File: src/rtl/systolic_pkg.sv
// Shared constants, FSM state encoding and product extension helper
// for the N x N weight-stationary systolic engine.
package systolic_pkg;

    localparam int N_DEF      = 4;
    localparam int DATA_W_DEF = 8;
    localparam int ACC_W_DEF  = 20;

    typedef enum logic [1:0] {
        EMPTY   = 2'd0,
        LOADING = 2'd1,
        ARMED   = 2'd2
    } state_e;

    // Widen a product whose top bit sits at index msb; sign-fill above it
    // when the operands are two's-complement, zero-fill otherwise.
    // The caller keeps the low ACC_W bits.
    function automatic logic [63:0] ext_prod(input logic [63:0] p,
                                             input logic [5:0]  msb,
                                             input logic        sgn);
        logic [63:0] r;
        r = p;
        if (sgn && p[msb]) begin
            for (int k = 0; k < 64; k++) begin
                if (k > int'(msb)) r[k] = 1'b1;
            end
        end
        return r;
    endfunction

endpackage

File: src/rtl/systolic_array_nxn_if.sv
// Weight, activation and result handshakes of the systolic engine.
interface systolic_array_nxn_if #(
    parameter int N      = 4,
    parameter int DATA_W = 8,
    parameter int ACC_W  = 20
);
    logic                  w_valid;
    logic                  w_ready;
    logic [N*DATA_W-1:0]   w_data;
    logic                  a_valid;
    logic                  a_ready;
    logic [N*DATA_W-1:0]   a_data;
    logic [N*ACC_W-1:0]    c_data;
    logic                  y_valid;
    logic [N*ACC_W-1:0]    y_data;
    logic                  weights_loaded;

    modport master (
        output w_valid, w_data, a_valid, a_data, c_data,
        input  w_ready, a_ready, y_valid, y_data, weights_loaded
    );

    modport slave (
        input  w_valid, w_data, a_valid, a_data, c_data,
        output w_ready, a_ready, y_valid, y_data, weights_loaded
    );
endinterface

File: src/rtl/systolic_pe.sv
// One processing element: stationary shift-loaded weight, activation
// pass-through and a registered multiply-accumulate on the partial sum.
module systolic_pe
    import systolic_pkg::*;
#(
    parameter int DATA_W = 8,
    parameter int ACC_W  = 20,
    parameter int SIGNED = 1
) (
    input  logic              clk,
    input  logic              reset,
    input  logic              i_w_shift,
    input  logic [DATA_W-1:0] i_w,
    output logic [DATA_W-1:0] o_w,
    input  logic [DATA_W-1:0] i_act,
    output logic [DATA_W-1:0] o_act,
    input  logic [ACC_W-1:0]  i_psum,
    output logic [ACC_W-1:0]  o_psum
);
    logic [DATA_W-1:0]   r_w;
    logic [DATA_W-1:0]   r_act;
    logic [ACC_W-1:0]    r_psum;
    logic [2*DATA_W-1:0] w_w_x;
    logic [2*DATA_W-1:0] w_a_x;
    logic [2*DATA_W-1:0] w_prod;
    logic [63:0]         w_ext;

    // Operands widened to the product width so the low half of an
    // unsigned multiply is also the correct two's-complement product.
    assign w_w_x  = {{DATA_W{(SIGNED != 0) && r_w[DATA_W-1]}}, r_w};
    assign w_a_x  = {{DATA_W{(SIGNED != 0) && i_act[DATA_W-1]}}, i_act};
    assign w_prod = w_w_x * w_a_x;
    assign w_ext  = ext_prod({{(64-2*DATA_W){1'b0}}, w_prod},
                             6'(2*DATA_W-1), SIGNED != 0);

    // Weight shifts in only on an accepted weight beat.
    always_ff @(posedge clk) begin
        if (reset)          r_w <= '0;
        else if (i_w_shift) r_w <= i_w;
    end

    // Activation hop and MAC, one cycle each; sums wrap at ACC_W.
    always_ff @(posedge clk) begin
        if (reset) begin
            r_act  <= '0;
            r_psum <= '0;
        end else begin
            r_act  <= i_act;
            r_psum <= i_psum + w_ext[ACC_W-1:0];
        end
    end

    assign o_w    = r_w;
    assign o_act  = r_act;
    assign o_psum = r_psum;
endmodule

File: src/rtl/systolic_array_nxn.sv
// Weight-stationary N x N matrix-vector engine: y[j] = c[j] + sum_i W[i][j]*a[i].
// Whole vectors in and out; skew/deskew is internal, latency is exactly 2N.
module systolic_array_nxn
    import systolic_pkg::*;
#(
    parameter int N      = N_DEF,
    parameter int DATA_W = DATA_W_DEF,
    parameter int ACC_W  = ACC_W_DEF,
    parameter int SIGNED = 1
) (
    input  logic                 clk,
    input  logic                 reset,
    systolic_array_nxn_if.slave  bus
);
    localparam int STAGES = 2*N;
    localparam int IF_W   = $clog2(2*N+1);
    localparam int CNT_W  = $clog2(N+1);

    state_e                          r_state;
    logic [CNT_W-1:0]                r_wcnt;
    logic [IF_W-1:0]                 r_inflight;
    logic [STAGES:0]                 r_vld_pipe;
    logic [N-1:0][ACC_W-1:0]         r_y;

    logic                            w_w_acc;
    logic                            w_a_acc;
    logic [N-1:0][DATA_W-1:0]        w_w_in;
    logic [N-1:0][DATA_W-1:0]        w_a_in;
    logic [N-1:0][ACC_W-1:0]         w_c_in;
    logic [N-1:0][N:0][DATA_W-1:0]   w_act;
    logic [N-1:0][N:0][DATA_W-1:0]   w_wt;
    logic [N:0][N-1:0][ACC_W-1:0]    w_ps;
    logic [N-1:0][ACC_W-1:0]         w_dsk;

    assign w_w_in = bus.w_data;
    assign w_a_in = bus.a_data;
    assign w_c_in = bus.c_data;

    // Activations beat weights in a same-cycle conflict, and weights stay
    // frozen while any vector is still travelling through the array.
    assign bus.a_ready        = (r_state == ARMED);
    assign bus.w_ready        = (r_state != ARMED) || (r_inflight == '0 && !bus.a_valid);
    assign bus.weights_loaded = (r_state == ARMED);
    assign bus.y_valid        = r_vld_pipe[STAGES];
    assign bus.y_data         = r_y;

    assign w_w_acc = bus.w_valid && bus.w_ready;
    assign w_a_acc = bus.a_valid && bus.a_ready;

    // Load FSM: N accepted beats arm the array; any beat while armed restarts loading.
    always_ff @(posedge clk) begin
        if (reset) begin
            r_state <= EMPTY;
            r_wcnt  <= '0;
        end else if (w_w_acc) begin
            case (r_state)
                EMPTY, ARMED: begin
                    r_state <= LOADING;
                    r_wcnt  <= CNT_W'(1);
                end
                LOADING: begin
                    r_wcnt <= r_wcnt + CNT_W'(1);
                    if (r_wcnt == CNT_W'(N-1)) r_state <= ARMED;
                end
                default: r_state <= EMPTY;
            endcase
        end
    end

    // Vectors in flight: accepted but not yet presented on y.
    always_ff @(posedge clk) begin
        if (reset) r_inflight <= '0;
        else begin
            case ({w_a_acc, bus.y_valid})
                2'b10:   r_inflight <= r_inflight + IF_W'(1);
                2'b01:   r_inflight <= r_inflight - IF_W'(1);
                default: r_inflight <= r_inflight;
            endcase
        end
    end

    // Valid bit rides alongside the data for the full 2N-cycle path.
    always_ff @(posedge clk) begin
        if (reset) r_vld_pipe <= '0;
        else       r_vld_pipe <= {r_vld_pipe[STAGES-1:0], w_a_acc};
    end

    // Output register updates only on a valid result and holds otherwise.
    always_ff @(posedge clk) begin
        if (reset)                      r_y <= '0;
        else if (r_vld_pipe[STAGES-1])  r_y <= w_dsk;
    end

    genvar i, j;
    generate
        for (i = 0; i < N; i++) begin : g_row
            logic [i:0][DATA_W-1:0] r_sk;
            // Row i activation delayed i cycles (plus the capture stage).
            always_ff @(posedge clk) begin
                if (reset) r_sk <= '0;
                else begin
                    r_sk[0] <= w_a_in[i];
                    for (int k = 1; k <= i; k++) r_sk[k] <= r_sk[k-1];
                end
            end
            assign w_act[i][0] = r_sk[i];
            assign w_wt[i][0]  = w_w_in[i];
        end

        for (j = 0; j < N; j++) begin : g_col
            logic [j:0][ACC_W-1:0] r_csk;
            // Column j initial sum delayed j cycles (plus the capture stage).
            always_ff @(posedge clk) begin
                if (reset) r_csk <= '0;
                else begin
                    r_csk[0] <= w_c_in[j];
                    for (int k = 1; k <= j; k++) r_csk[k] <= r_csk[k-1];
                end
            end
            assign w_ps[0][j] = r_csk[j];

            localparam int D = N-1-j;
            if (D == 0) begin : g_nodsk
                assign w_dsk[j] = w_ps[N][j];
            end else begin : g_dsk
                logic [D-1:0][ACC_W-1:0] r_dk;
                // Column j result delayed N-1-j cycles to realign the vector.
                always_ff @(posedge clk) begin
                    if (reset) r_dk <= '0;
                    else begin
                        r_dk[0] <= w_ps[N][j];
                        for (int k = 1; k < D; k++) r_dk[k] <= r_dk[k-1];
                    end
                end
                assign w_dsk[j] = r_dk[D-1];
            end
        end

        for (i = 0; i < N; i++) begin : g_pr
            for (j = 0; j < N; j++) begin : g_pc
                systolic_pe #(
                    .DATA_W (DATA_W),
                    .ACC_W  (ACC_W),
                    .SIGNED (SIGNED)
                ) u_pe (
                    .clk       (clk),
                    .reset     (reset),
                    .i_w_shift (w_w_acc),
                    .i_w       (w_wt[i][j]),
                    .o_w       (w_wt[i][j+1]),
                    .i_act     (w_act[i][j]),
                    .o_act     (w_act[i][j+1]),
                    .i_psum    (w_ps[i][j]),
                    .o_psum    (w_ps[i+1][j])
                );
            end
        end
    endgenerate
endmodule

File: src/flat_wrapper.sv
// flat-port wrapper written by rule: the top's interface ports become plain ports
module systolic_array_nxn_flat import systolic_pkg::*;
#(
    parameter int N      = N_DEF,
    parameter int DATA_W = DATA_W_DEF,
    parameter int ACC_W  = ACC_W_DEF,
    parameter int SIGNED = 1
)
  (clk, reset, bus_w_valid, bus_w_data, bus_a_valid, bus_a_data, bus_c_data, bus_w_ready, bus_a_ready, bus_y_valid, bus_y_data, bus_weights_loaded);
  systolic_array_nxn_if #(.N(N), .DATA_W(DATA_W), .ACC_W(ACC_W)) bus_i ();
  input  logic clk;
  input  logic reset;
  input wire logic [$bits(bus_i.w_valid)-1:0] bus_w_valid;
  input wire logic [$bits(bus_i.w_data)-1:0] bus_w_data;
  input wire logic [$bits(bus_i.a_valid)-1:0] bus_a_valid;
  input wire logic [$bits(bus_i.a_data)-1:0] bus_a_data;
  input wire logic [$bits(bus_i.c_data)-1:0] bus_c_data;
  output wire logic [$bits(bus_i.w_ready)-1:0] bus_w_ready;
  output wire logic [$bits(bus_i.a_ready)-1:0] bus_a_ready;
  output wire logic [$bits(bus_i.y_valid)-1:0] bus_y_valid;
  output wire logic [$bits(bus_i.y_data)-1:0] bus_y_data;
  output wire logic [$bits(bus_i.weights_loaded)-1:0] bus_weights_loaded;
  assign bus_i.w_valid = bus_w_valid;
  assign bus_i.w_data = bus_w_data;
  assign bus_i.a_valid = bus_a_valid;
  assign bus_i.a_data = bus_a_data;
  assign bus_i.c_data = bus_c_data;
  assign bus_w_ready = bus_i.w_ready;
  assign bus_a_ready = bus_i.a_ready;
  assign bus_y_valid = bus_i.y_valid;
  assign bus_y_data = bus_i.y_data;
  assign bus_weights_loaded = bus_i.weights_loaded;
  systolic_array_nxn #(.N(N), .DATA_W(DATA_W), .ACC_W(ACC_W), .SIGNED(SIGNED)) u_core (.clk(clk), .reset(reset), .bus(bus_i));
endmodule
File: config.mk
export PLATFORM = sky130hd
export DESIGN_NAME = systolic_array_nxn_flat
export DESIGN_NICKNAME = d
export VERILOG_FILES = /design/src/rtl/systolic_pkg.sv /design/src/rtl/systolic_array_nxn_if.sv /design/src/rtl/systolic_pe.sv /design/src/rtl/systolic_array_nxn.sv /design/src/flat_wrapper.sv
export SDC_FILE = /design/constraint.sdc
export NUM_CORES = 2
export LEC_CHECK = 0
export CORE_ASPECT_RATIO = 0.5
export CORE_MARGIN = 2
export CORE_UTILIZATION = 58
export DETAILED_ROUTE_END_ITERATION = 6
export PLACE_DENSITY = 0.88
export SLEW_MARGIN = 20
export SYNTH_ARGS = -nofsm -noshare
export SYNTH_HDL_FRONTEND = slang
export SYNTH_SLANG_ARGS = --single-unit
File: constraint.sdc
create_clock -name clk -period 5.6 [get_ports clk]
set_input_delay 0.84 -clock clk [delete_from_list [all_inputs] [get_ports clk]]
set_output_delay 0.84 -clock clk [all_outputs]
set_load 0.02 [all_outputs]
==> impl_metrics.py <==
metrics = {
    "global_route": {
        "grt_pass1_vias": 68600,
        "globalRouteOverflowTotal": 0,
        "grt_max_degree": 138,
        "track_usage_pct": 29.0,
        "grt_pass1_wl_um": 345000,
        "antenna_found_initial": 9,
    },
    "die": {
        "fp.dieH_um": 271,
        "dieWidth_um": 538,
        "core_um2": 141000,
        "ios": 232,
        "die_area_um2": 146000,
        "initial_core_util_pct": 58.8,
        "num_rows": 97,
    },
    "power": {
        "p_leak_nw": 49.8,
        "peakVddDrop_mv": 0.215,
        "power_mw": 18.2,
        "powerDensity_nw_per_um2": 176,
    },
    "finish": {
        "fill_cells": 7972,
        "fin_nets": 11900,
        "drive_above_1_share_pct": 22.4,
        "layout_common_cells": "1280 x inv_1, 930 x buf_4, 866 x fa_1",
        "final_cells": 12000,
        "layout_commonest_cell": "inv_1",
        "syn_to_final_growth_pct": 24.6,
        "design_area_um2": 103000,
    },
    "placement": {
        "place_congestion": 0.968,
        "port_buffers": 231,
        "place_area_um2": 93300,
        "dp_cells": 11700,
        "post-dp-hpwl_um": 156000,
        "place_ws_ns": -0.368,
    },
    "synthesis": {
        "synth_nets": 10800,
        "yosysSeqAreaShare_pct": 25.2,
        "synth_top_area_share_pct": 25.2,
        "synth_cell_type_count": 79,
        "synth_warnings": 0,
        "synth_top_flop_cell": "dfxtp_1",
        "synthCells": 8956,
        "synth_area_leader_cell": "dfxtp_1",
        "async_reset_ff_share_pct": 0,
        "synth_area_leaders": "dfxtp_1 25%, fa_1 22%, ha_1 12%",
        "synth_edf_count": 0,
        "synth_area_per_cell_um2": 9.24,
        "yosys_register_bits": 1042,
        "syn_area_um2": 82800,
    },
    "hold_path": {
        "hp-class": "register to register",
        "worstHoldPathCells": 1,
    },
    "timing": {
        "grt_setup_unrepaired": "yes",
        "fmax_ghz": 0.157,
        "worst_slew_pin_slew_ns": 0.946,
        "fin_skew_ns": 0.0364,
        "hold_viol_final": 0,
        "final-max-slew-violation-count": 0,
        "setup-violations-final": 73,
        "finalCriticalPeriod_ns": 6.35,
        "slew_headroom_pct": 36.9,
        "fin_crit_sh_pct": 113,
        "hold_slack_ns": 0.428,
        "fin_ws_ns": -0.751,
    },
    "flow_run": {
        "cap_violations": 0,
    },
    "routing": {
        "wl_um": 254000,
        "via_per_inst": 5.84,
        "vias": 70300,
        "ant_nets": 0,
        "drc_errors": 31,
        "drt_iter0_drc": 7262,
        "drtPass1Iterations": 7,
        "routedWlPerCell_um": 21.1,
    },
    "run_status": {
        "violations": "design-rule violations, negative setup slack",
        "outcome": "complete, but fails checks",
    },
    "clock_tree": {
        "clock_path_buffers": 3,
        "clk_pin_slew_ns": 0.08,
        "cts_sinks": 1042,
        "htreeDepth": 3,
        "cts_tree": "built",
        "cts_made_buffers": 93,
        "clk_latency_ns": 0.75,
        "root_buffer": "clkbuf_16",
    },
    "setup_path": {
        "crit_path_max_fanout": 8,
        "arrival_ns": 6.98,
        "startpoint_type": "register",
        "path_class": "register to register",
        "rr_worst_depth": 25,
        "cp.required_ns": 6.23,
        "end_kind": "register",
    },
}
==> area by class of cell <==
cell class / count / area [um2] / area share [%]
Tap cell: 1881 / 2350 / 2.28
Timing Repair Buffer: 1262 / 10600 / 10.2
Inverter: 1394 / 5230 / 5.07
Antenna cell: 6 / 15.0 / 0.0146
Multi-Input combinational cell: 6289 / 60500 / 58.6
Clock buffer: 117 / 2570 / 2.49
Clock inverter: 55 / 686 / 0.665
Sequential cell: 1042 / 21300 / 20.6
==> sequential cells by signal, indices dropped and copies added, names as in the netlist <==
register	count
u_core.g_col.g_dsk.r_dk	120
u_core.r_vld_pipe	9
u_core.g_row.r_sk	80
u_core.r_wcnt	3
u_core.g_col.r_csk	200
u_core.g_pr.g_pc.u_pe.o_w	128
u_core.r_state	2
u_core.bus.y_data	80
u_core.r_inflight	4
u_core.g_pr.g_pc.u_pe.o_act	96
u_core.g_pr.g_pc.u_pe.o_psum	320
==> critical path: stages (launching register included) <==
cell and delay [ns]:
dfxtp_1 0.36, buf_4 0.20, and2_1 0.35, fa_1 0.30, inv_1 0.08, fa_1 0.53
inv_2 0.05, fa_1 0.58, inv_2 0.06, fa_1 0.56, inv_2 0.05, ha_4 0.22
o21ai_2 0.06, nor2_2 0.07, o41ai_4 0.38, o22ai_2 0.20, o41ai_4 0.40, xnor2_2 0.30
ha_1 0.34, buf_4 0.14, buf_6 0.12, a21oi_2 0.13, nor2b_2 0.06, a311oi_2 0.32
xor2_1 0.28, nor2_1 0.08
==> kinds of logic (layout without fill, tap and decap cells) <==
group,count (synthesis),in the layout,synth area share [%]
mux,103,103,1.27
compound gates,1173,1173,8.99
flops,1042,1042,25.2
buf+inv,1625,2828,7.39
fa+ha+maj,1702,1702,33.9
simple gates,2794,2794,17.6
other cells,0,6,0
xor+xnor,517,517,5.65
==> synth_stat cells, types with 16 or more instances <==
master,n
a211oi_1,76
a21o_1,161
a21oi_1,415
a31oi_1,27
and2_1,693
clkbuf_1,203
dfxtp_1,1042
fa_1,897
ha_1,805
inv_1,1394
mux2_2,18
mux2i_1,85
nand2_1,584
nand2b_1,76
nand3_1,45
nand4_1,27
nor2_1,531
nor2b_1,695
nor3_1,66
nor4_1,19
o211ai_1,25
o21a_1,53
o21ai_0,197
o21bai_1,60
o31ai_1,16
xnor2_1,345
xor2_1,161
==> report_power, final <==
part	internal (mW)	switching [mW]
Combinational	1.45	1.74
Clock	3.75	3.31
Sequential	7.72	0.235
==> metrics by stage <==
stage / util [%] / setup TNS, ns
floorplan: - / -0.0646
global placement: 66.2 / -2.04
detailed placement: 66.2 / -7.20
CTS: 70.1 / -0.903
global route: 73.3 / -28.56
finish: 73.3 / -15.12
==> per-layer routing <==
metal | wire [um] | share of wire [%] | track usage [%] | vias up
met5 | 66 | 0.026 | 0 | -
met3 | 21100 | 8.3 | 4.09 | 1471
li1 | - | - | - | 30500
met4 | 18300 | 7.2 | 12.1 | 6
met1 | 92000 | 36 | 36.1 | 34100
met2 | 122000 | 48 | 50.5 | 4312
==> what timing repair did <==
item                       CTS  global route
setup endpoints to repair   62           110
resized for setup          452           896
gates cloned                 0             0
pin swaps                  238           568
hold buffers                 0             0
hold endpoints to repair     0             0
setup buffers               79           127
==> worst paths after layout <==
check        slack (ns)                                  from                                     end
max reg2reg       -0.75  u_core.g_pr[1].g_pc[1].u_pe.o_act[4]  u_core.g_pr[1].g_pc[2].u_pe.o_psum[17]
min reg2reg        0.43               u_core.g_row[2].r_sk[6]                u_core.g_row[2].r_sk[14]
min                0.43               u_core.g_row[2].r_sk[6]                u_core.g_row[2].r_sk[14]
max               -0.75  u_core.g_pr[1].g_pc[1].u_pe.o_act[4]  u_core.g_pr[1].g_pc[2].u_pe.o_psum[17]
Power figures use the tool's default switching activity.
